`src/rtl/fifo_rr_arbiter_pkg.sv`:
```
// rtl/fifo_rr_arbiter_pkg.sv - shared types, constants and helpers for the FIFO write-port arbiter
// Contents: arb_state_t (IDLE/GRANT), STAT_W (statistics counter width),
//           next_idx(ptr, n) modulo-n increment that is safe for non-power-of-2 n.
package fifo_arb_pkg;

  typedef enum logic {IDLE, GRANT} arb_state_t;

  localparam int STAT_W = 16;

  function automatic int next_idx(input int ptr, input int n);
    return (ptr + 1 >= n) ? 0 : ptr + 1;
  endfunction

endpackage

```
`src/rtl/fifo_rr_arbiter_if.sv`:
```
// rtl/fifo_rr_arbiter_if.sv - producer handshake + FIFO write-port bundle for the arbiter
// Signals: req_valid/req_data/req_last/req_ready  producer side, one lane per requester
//          fifo_din/fifo_we/fifo_flagf             FIFO write pins
//          grant_valid/grant_id                    current ownership
// Modports: slave = arbiter, master = producers + FIFO environment.
interface fifo_rr_arbiter_if #(
  parameter int NUM_REQ = 4,
  parameter int DATA_W  = 8
);
  localparam int IDX_W = $clog2(NUM_REQ);

  logic [NUM_REQ-1:0]        req_valid;
  logic [NUM_REQ*DATA_W-1:0] req_data;
  logic [NUM_REQ-1:0]        req_last;
  logic [NUM_REQ-1:0]        req_ready;
  logic [DATA_W-1:0]         fifo_din;
  logic                      fifo_we;
  logic                      fifo_flagf;
  logic                      grant_valid;
  logic [IDX_W-1:0]          grant_id;

  modport slave (
    input  req_valid, req_data, req_last, fifo_flagf,
    output req_ready, fifo_din, fifo_we, grant_valid, grant_id
  );

  modport master (
    output req_valid, req_data, req_last, fifo_flagf,
    input  req_ready, fifo_din, fifo_we, grant_valid, grant_id
  );

endinterface

```
`src/rtl/fifo_rr_arbiter_rr_pick.sv`:
```
// rtl/fifo_rr_arbiter_rr_pick.sv - combinational rotating priority encoder
// Ports: req    in   requester valid vector
//        start  in   index with highest priority
//        found  out  at least one req bit set
//        idx    out  first set index scanning start, start+1, ... modulo NUM_REQ
module rr_pick #(
  parameter  int NUM_REQ = 4,
  localparam int IDX_W   = $clog2(NUM_REQ)
) (
  input  logic [NUM_REQ-1:0] req,
  input  logic [IDX_W-1:0]   start,
  output logic               found,
  output logic [IDX_W-1:0]   idx
);

  int j;

  // Scan from farthest to nearest so the nearest set bit is the last writer.
  always_comb begin
    found = 1'b0;
    idx   = '0;
    j     = 0;
    for (int k = NUM_REQ - 1; k >= 0; k--) begin
      j = int'(start) + k;
      if (j >= NUM_REQ) j = j - NUM_REQ;
      if (req[j]) begin
        found = 1'b1;
        idx   = IDX_W'(j);
      end
    end
  end

endmodule

```
`src/rtl/fifo_rr_arbiter.sv`:
```
// rtl/fifo_rr_arbiter.sv - round-robin arbiter sharing one FIFO write port among NUM_REQ producers
// Ports: clk           in   rising-edge clock
//        rst           in   asynchronous active-low reset
//        bus           if   fifo_rr_arbiter_if.slave (producer handshakes, FIFO din/we/flagf, grant)
//        beat_total    out  per-requester saturating accepted-beat counters (FIFO_ARB_STATS_EN only)
//        stall_cycles  out  saturating count of owner-blocked-by-full cycles (FIFO_ARB_STATS_EN only)
// Optional feature macro: FIFO_ARB_STATS_EN
module fifo_rr_arbiter
  import fifo_arb_pkg::*;
#(
  parameter int NUM_REQ   = 4,
  parameter int DATA_W    = 8,
  parameter int MAX_BURST = 4
) (
  input  logic                      clk,
  input  logic                      rst,
`ifdef FIFO_ARB_STATS_EN
  output logic [NUM_REQ*STAT_W-1:0] beat_total,
  output logic [STAT_W-1:0]         stall_cycles,
`endif
  fifo_rr_arbiter_if.slave          bus
);

  localparam int IDX_W = $clog2(NUM_REQ);

  arb_state_t       state, state_nxt;
  logic [IDX_W-1:0] rr_ptr, rr_ptr_nxt;
  logic [IDX_W-1:0] grant_id, grant_id_nxt;
  logic [3:0]       beat_cnt, beat_cnt_nxt;
  logic             pick_found;
  logic [IDX_W-1:0] pick_idx;
  logic             owner_valid, owner_last, accept, release_grant;
  logic [DATA_W-1:0] owner_data;

  rr_pick #(.NUM_REQ(NUM_REQ)) u_pick (
    .req   (bus.req_valid),
    .start (rr_ptr),
    .found (pick_found),
    .idx   (pick_idx)
  );

  assign owner_valid = bus.req_valid[grant_id];
  assign owner_last  = bus.req_last[grant_id];
  assign owner_data  = bus.req_data[int'(grant_id)*DATA_W +: DATA_W];

  always_ff @(posedge clk or negedge rst) begin
    if (!rst) begin
      state    <= IDLE;
      rr_ptr   <= '0;
      grant_id <= '0;
      beat_cnt <= '0;
    end else begin
      state    <= state_nxt;
      rr_ptr   <= rr_ptr_nxt;
      grant_id <= grant_id_nxt;
      beat_cnt <= beat_cnt_nxt;
    end
  end

  // Outputs depend on state, so the async reset clears them without a clock.
  always_comb begin
    state_nxt     = state;
    rr_ptr_nxt    = rr_ptr;
    grant_id_nxt  = grant_id;
    beat_cnt_nxt  = beat_cnt;
    accept        = 1'b0;
    release_grant = 1'b0;
    bus.req_ready = '0;
    bus.fifo_we   = 1'b0;
    bus.fifo_din  = '0;
    case (state)
      IDLE: begin
        if (pick_found) begin
          state_nxt    = GRANT;
          grant_id_nxt = pick_idx;
          beat_cnt_nxt = '0;
        end
      end
      GRANT: begin
        bus.req_ready[grant_id] = ~bus.fifo_flagf;
        accept      = owner_valid & ~bus.fifo_flagf;
        bus.fifo_we = accept;
        if (accept) begin
          bus.fifo_din = owner_data;
          beat_cnt_nxt = beat_cnt + 4'd1;
        end
        // A full FIFO freezes everything; only a non-full idle owner releases.
        release_grant = (accept & (owner_last | (beat_cnt + 4'd1 == 4'(MAX_BURST))))
                      | (~owner_valid & ~bus.fifo_flagf);
        if (release_grant) begin
          state_nxt    = IDLE;
          rr_ptr_nxt   = IDX_W'(next_idx(int'(grant_id), NUM_REQ));
          beat_cnt_nxt = '0;
        end
      end
      default: state_nxt = IDLE;
    endcase
  end

  assign bus.grant_valid = (state == GRANT);
  assign bus.grant_id    = grant_id;

`ifdef FIFO_ARB_STATS_EN
  always_ff @(posedge clk or negedge rst) begin
    if (!rst) begin
      beat_total   <= '0;
      stall_cycles <= '0;
    end else begin
      for (int i = 0; i < NUM_REQ; i++) begin
        if (accept && grant_id == IDX_W'(i) && beat_total[i*STAT_W +: STAT_W] != '1)
          beat_total[i*STAT_W +: STAT_W] <= beat_total[i*STAT_W +: STAT_W] + STAT_W'(1);
      end
      if (state == GRANT && owner_valid && bus.fifo_flagf && stall_cycles != '1)
        stall_cycles <= stall_cycles + STAT_W'(1);
    end
  end
`endif

endmodule

```
`src/flat_wrapper.sv`:
```
// flat-port wrapper written by rule: the top's interface ports become plain ports
module fifo_rr_arbiter_flat import fifo_arb_pkg::*;
#(
  parameter int NUM_REQ   = 4,
  parameter int DATA_W    = 8,
  parameter int MAX_BURST = 4
)
  (clk, rst, bus_req_valid, bus_req_data, bus_req_last, bus_fifo_flagf, bus_req_ready, bus_fifo_din, bus_fifo_we, bus_grant_valid, bus_grant_id);
  fifo_rr_arbiter_if #(.NUM_REQ(NUM_REQ), .DATA_W(DATA_W)) bus_i ();
  input  logic clk;
  input  logic rst;
  input wire logic [$bits(bus_i.req_valid)-1:0] bus_req_valid;
  input wire logic [$bits(bus_i.req_data)-1:0] bus_req_data;
  input wire logic [$bits(bus_i.req_last)-1:0] bus_req_last;
  input wire logic [$bits(bus_i.fifo_flagf)-1:0] bus_fifo_flagf;
  output wire logic [$bits(bus_i.req_ready)-1:0] bus_req_ready;
  output wire logic [$bits(bus_i.fifo_din)-1:0] bus_fifo_din;
  output wire logic [$bits(bus_i.fifo_we)-1:0] bus_fifo_we;
  output wire logic [$bits(bus_i.grant_valid)-1:0] bus_grant_valid;
  output wire logic [$bits(bus_i.grant_id)-1:0] bus_grant_id;
  assign bus_i.req_valid = bus_req_valid;
  assign bus_i.req_data = bus_req_data;
  assign bus_i.req_last = bus_req_last;
  assign bus_i.fifo_flagf = bus_fifo_flagf;
  assign bus_req_ready = bus_i.req_ready;
  assign bus_fifo_din = bus_i.fifo_din;
  assign bus_fifo_we = bus_i.fifo_we;
  assign bus_grant_valid = bus_i.grant_valid;
  assign bus_grant_id = bus_i.grant_id;
  fifo_rr_arbiter #(.NUM_REQ(NUM_REQ), .DATA_W(DATA_W), .MAX_BURST(MAX_BURST)) u_core (.clk(clk), .rst(rst), .bus(bus_i));
endmodule
```
`config.mk`:
```
export PLATFORM = sky130hd
export DESIGN_NAME = fifo_rr_arbiter_flat
export DESIGN_NICKNAME = d
export VERILOG_FILES = /design/src/rtl/fifo_rr_arbiter_pkg.sv /design/src/rtl/fifo_rr_arbiter_if.sv /design/src/rtl/fifo_rr_arbiter_rr_pick.sv /design/src/rtl/fifo_rr_arbiter.sv /design/src/flat_wrapper.sv
export SDC_FILE = /design/constraint.sdc
export NUM_CORES = 1
export LEC_CHECK = 0
export BUFFER_PORTS_ARGS = -buffer_cell sky130_fd_sc_hd__buf_2
export CAP_MARGIN = 40
export CORE_MARGIN = 3
export CORE_UTILIZATION = 42
export DETAILED_ROUTE_END_ITERATION = 6
export GPL_TIMING_DRIVEN = 1
export HOLD_SLACK_MARGIN = 0.12
export MAX_ROUTING_LAYER = met4
export PLACE_DENSITY = 0.77
export SYNTH_ARGS = -nofsm -noshare
export SYNTH_HDL_FRONTEND = slang
export SYNTH_SLANG_ARGS = --single-unit
export TNS_END_PERCENT = 5
```
`constraint.sdc`:
```
create_clock -name clk -period 2.21 [get_ports clk]
set_input_delay 0.442 -clock clk [delete_from_list [all_inputs] [get_ports clk]]
set_output_delay 0.442 -clock clk [all_outputs]
set_load 0.005 [all_outputs]
```
== Word level (Yosys, flattened, before mapping) ==
Index checks and enable logic that the tools add are counted.

* Equality and inequality tests: 3
* Order comparisons: 11
* Add/subtract/negate cells: 9
* Shift-type cells: 1
* Multipliers: 0
* Bitwise gates (word level): 9
* Div/mod/pow operators: 0
* Muxes and demuxes: 42
* Reduce and logical (&&, ||, !) cells: 4

{| class="wikitable"
|+ Operator list
! cell !! number
|-
| $lt A32 B4 Y1 const B || 4
|-
| $mux W32 || 4
|-
| $ge A32 B4 Y1 const B || 1
|-
| $shiftx A32 B6 Y8 || 1
|-
| $sub A32 B4 Y32 const B || 1
|-
| $mux W1 || 18
|-
| $mux W4 || 4
|-
| $mux W8 || 2
|-
| $bmux W1 S2 || 6
|-
| $mux W2 || 5
|-
| $ge A3 B3 Y1 const B || 3
|-
| $pmux W4 S2 || 1
|-
| $sub A3 B3 Y4 const B || 2
|-
| $add A2 B1 Y3 const B || 2
|-
| $add A2 B2 Y3 const B || 2
|-
| $reduce_and A2 Y1 || 3
|-
| $add A4 B1 Y4 const B || 1
|-
| $and A4 B4 Y4 || 1
|-
| $eq A4 B3 Y1 const B || 1
|-
| $sub A2 B3 Y4 const B || 1
|-
| $and A1 B1 Y1 || 3
|-
| $ge A2 B3 Y1 const B || 1
|-
| $lt A2 B3 Y1 const B || 1
|-
| $ne A3 B3 Y1 const B || 1
|-
| other kinds (7) || 10
|}

* Register bits: 9
* Memory bits (read-only): 0
* RAM bits: 0
* Input bits: 43
* Latch bits: 0
* Memories: 0
* Output and inout port bits: 16

== Longest topological paths before layout ==
* Depth after elaboration: 12
* Mapped depth: 5
* Depth with buffers taken out: 5

== Cells and area by module ==
Synthesis repeated with hierarchy kept, for this count alone.

* Cell total of the unflattened synthesis: 86
* Area, all modules: 904.6 µm²

{| class="wikitable"
|+ Modules (own cells, without submodules)
! module !! seq. area each (µm²) !! instances !! cells each !! area each (µm²)
|-
| fifo_rr_arbiter || 225.2 || 1 || 73 || 827.0
|-
| rr_pick || 0.0 || 1 || 13 || 77.6
|}

== Worst setup path after synthesis ==
Ideal clock, no wire load.

* Kind: reg2out
* Start: reg u_core.grant_id[0] (netlist: u_core.bus.grant_id[0])
* End: out bus_fifo_din[0]
* Buffers on the path: 1
* Arrival: 1461 ps
* Path slack: 307 ps
* Data required time: 1768 ps
* Stages on the path, launching flop included: 4
* Cell sequence: dfrtp_1 -> buf_2 -> mux4_2 -> and3_1

* Word-level cells in the longest chain between the ends: 5
* Elaborated cells on any way between the ends: 6

{| class="wikitable"
|+ Ends and longest elaborated chain
! what !! line !! text
|-
| start: declaration || fifo_rr_arbiter.sv:28 || <nowiki>logic [IDX_W-1:0] grant_id, grant_id_nxt;</nowiki>
|-
| start signal: assignment || fifo_rr_arbiter.sv:55 || <nowiki>grant_id <= grant_id_nxt;</nowiki>
|-
| branches (longest 3 deep; another with $shiftx A32 B6 Y8) || -- ||
|-
| $mux W8 (*) || fifo_rr_arbiter.sv:83 || <nowiki>if (accept) begin</nowiki>
|-
| $mux W8 (*) || fifo_rr_arbiter.sv:71 || <nowiki>case (state)</nowiki>
|-
| end: declaration || flat_wrapper.sv:17 || <nowiki>output wire logic [$bits(bus_i.fifo_din)-1:0] bus_fifo_din;</nowiki>
|}

Every way passes the cells marked *. The select of a mux whose other input is x is not followed.

== Worst setup path in the final report ==
* Start: reg u_core.grant_id[0] (netlist: u_core.bus.grant_id[0])
* End: out bus_fifo_din[7]

The elaborated chain is that of the path after synthesis.

==> flow_summary.toml <==
[sta]
fin_skew_ns = 0.004587
fin_hold_ws_ns = 0.5425
min_period_ns = 2.107
finalSetupViolations = 0
post-route-period-util_pct = 95.33
slew_viol_final = 0
setup_tns_ns = 0
max_slew.worst_pin.slew_ns = 0.3939
rsz0062_at_grt = "false"
maxSlewHeadroom_pct = 73.06
finalHoldViolCount = 0
fmax_mhz = 474.6

[global_routing]
busiest_layer = "met2"
antenna_found_initial = 0
grt_util_met1_pct = 18.84
gr-usage-met2_pct = 36.16
grt_pass1_wl_um = 3795
grt.total_usage_pct = 18.74
grt_max_degree = 15
grt_pass1_vias = 954
gr-usage-met3_pct = 4.274
gr-total-overflow = 0

[critical_path]
worst_ep_required_time_ns = 1.77
crit_path_end_kind = "output port"
cp_data_arrival_time_ns = 1.66
crit_fanout = 6
startpoint_type = "flop"
path_class = "reg2out"

[finish]
area_growth_pct = 41.68
drive_gt1_share_pct = 53.38
diodes = 0
layout.nets = 198
final_common_cell = "buf_2"
n_fill_cell = 180
layout_common_cells = "buf_2 (58), mux4_2 (10), and3_1 (8), dfrtp_1 (8), ha_1 (6)"

[outcome]
status = "complete, no violations"

[synthesis]
syn_area_per_cell_sq_um = 10.83
synth_area_sq_um = 909.6
synthArstFlopShare_pct = 100.0
postSynthCellCount = 84
yosys_register_bits = 9
ys_types = 34
syn-num-nets = 133
synth_edf_count = 0
yosys_warnings = 0
synth_top_flop_cell = "dfrtp_1"
ys_seq_area_share_pct = 24.76

[detailed_routing]
vias = 951
via_per_inst = 5.434
wire_per_inst_um = 14.79
wl_um = 2589
drt-initial-drc-count = 11
antenna_left = 0
dr.pass1.iters = 4
drc = 0

[clocking]
cts_tree = "built"
h-tree-depth = 1
clk_latency_ns = 0.26
post-cts-setup-buffer-count = 0
cts_buffers = 3
clk_path_buf_depth = 2
cts-root-buf = "clkbuf_4"
clock-sinks = 9
cts.reportedPaths.clkPinSlew_ns = 0.06

[floorplan]
die_area_sq_um = 2760
fp.dieW_um = 52.54
io_pins = 59
row_count = 16
initial_core_util_pct = 45.44
die_h_um = 52.54
core_region_area_sq_um = 2002

[place]
hpwl_um = 2213
io_buffer_count = 58
gp_congestion = 0.8535

[min_path]
min_path_type = "in2reg"

[run]
max_cap_viol_count = 0

[power_and_ir_drop]
leakage_uw = 0.0006941
pwr_density_cell_nw_per_um2 = 876.2
peakVddDrop_v = 0.0006389
==> worst max-delay path: stages (launching register included) <==
cell	delay, ns
dfrtp_2	0.42
buf_4	0.18
mux4_2	0.49
and3_1	0.19
buf_2	0.12
==> metrics by stage <==
stage	worst slack [ns]	instances	utilization, %	power [uW]	area (sq um)
6_report	0.1031	175	64.38	1129	1289
5_1_grt	0.004711	175	64.38	1230	1289
4_1_cts	0.01495	175	64.31	1143	1287
3_5_place_dp	0.2765	170	62.50	1010	1251
3_3_place_gp	0.2901	170	62.50	984.8	1251
2_1_floorplan	0.3074	84	-	764.3	909.6
==> Yosys cell counts (all sizes together) (2+ instances only) <==
library cell / n / area share [%]
inv: 5 / 2.1
dfrtp: 9 / 25
a22o: 2 / 1.9
nand2: 2 / 0.83
nor2: 5 / 2.1
and2: 4 / 2.8
mux2i: 2 / 2.2
and3: 8 / 5.5
nor2b: 2 / 1.4
o21ai: 2 / 1.1
mux4: 10 / 25
clkbuf: 2 / 0.83
ha: 6 / 8.3
nand3b: 2 / 1.7
a21o: 2 / 1.7
nand2b: 3 / 2.1
mux2: 3 / 3.7
==> cells by family (layout without fill, tap and decap cells) <==
group / count (synthesis) / in the layout / synth area share, %
AO/OA/AOI/OAI: 14 / 14 / 11.56
XOR/XNOR: 1 / 1 / 0.9630
adder cells (fa/ha/maj): 6 / 6 / 8.253
AND/OR/NAND/NOR: 31 / 31 / 20.36
flip-flops: 9 / 9 / 24.76
buffers and inverters: 8 / 72 / 3.438
multiplexers: 15 / 15 / 30.67
==> repair_timing <==
action | CTS | global route
endpoints found under the hold margin | 9 | 0
setup endpoints to repair | 0 | 9
hold buffers | 1 | 0
gates resized for setup | 0 | 1
==> flip-flops by register name, indices dropped and copies added (netlist names) <==
register,flops
u_core.beat_cnt,4
u_core.bus.grant_id,2
u_core.bus.grant_valid,1
u_core.rr_ptr,2
==> layout make-up <==
class | instances | area, sq um | area share (%)
Timing Repair Buffer | 63 | 330.3 | 25.63
Inverter | 5 | 18.77 | 1.456
Multi-Input combinational cell | 67 | 653.1 | 50.68
Clock buffer | 4 | 26.28 | 2.039
Sequential cell | 9 | 226.5 | 17.57
Tap cell | 27 | 33.78 | 2.621
==> report_power, final <==
part | switching (uW) | internal, uW | leakage (uW)
Combinational | 292 | 404 | 0.000566
Sequential | 89.2 | 220 | 0.000113
Clock | 55.7 | 69.5 | 0.0000150
==> worst paths after layout <==
path                                   startpoint  depth (start not counted)  slack [ns]                endpoint
max                        u_core.bus.grant_id[0]                          4        0.10         bus_fifo_din[7]
min                              bus_req_valid[0]                          3        0.54  u_core.bus.grant_id[0]
max reg2reg                    u_core.beat_cnt[0]                          5        0.27        u_core.rr_ptr[1]
min reg2reg                      u_core.rr_ptr[0]                          1        0.57        u_core.rr_ptr[0]
max in group asynchronous                     rst                          2        1.45  u_core.bus.grant_id[0]
min in group asynchronous                     rst                          2        0.57      u_core.beat_cnt[3]
==> layer usage <==
metal | wire (um) | part of all wire [%]
met3 | 265 | 10
met2 | 1379 | 53
met1 | 932 | 36
met5 | 0 | 0
met4 | 12 | 0.46
Power figures use the tool's default switching activity.
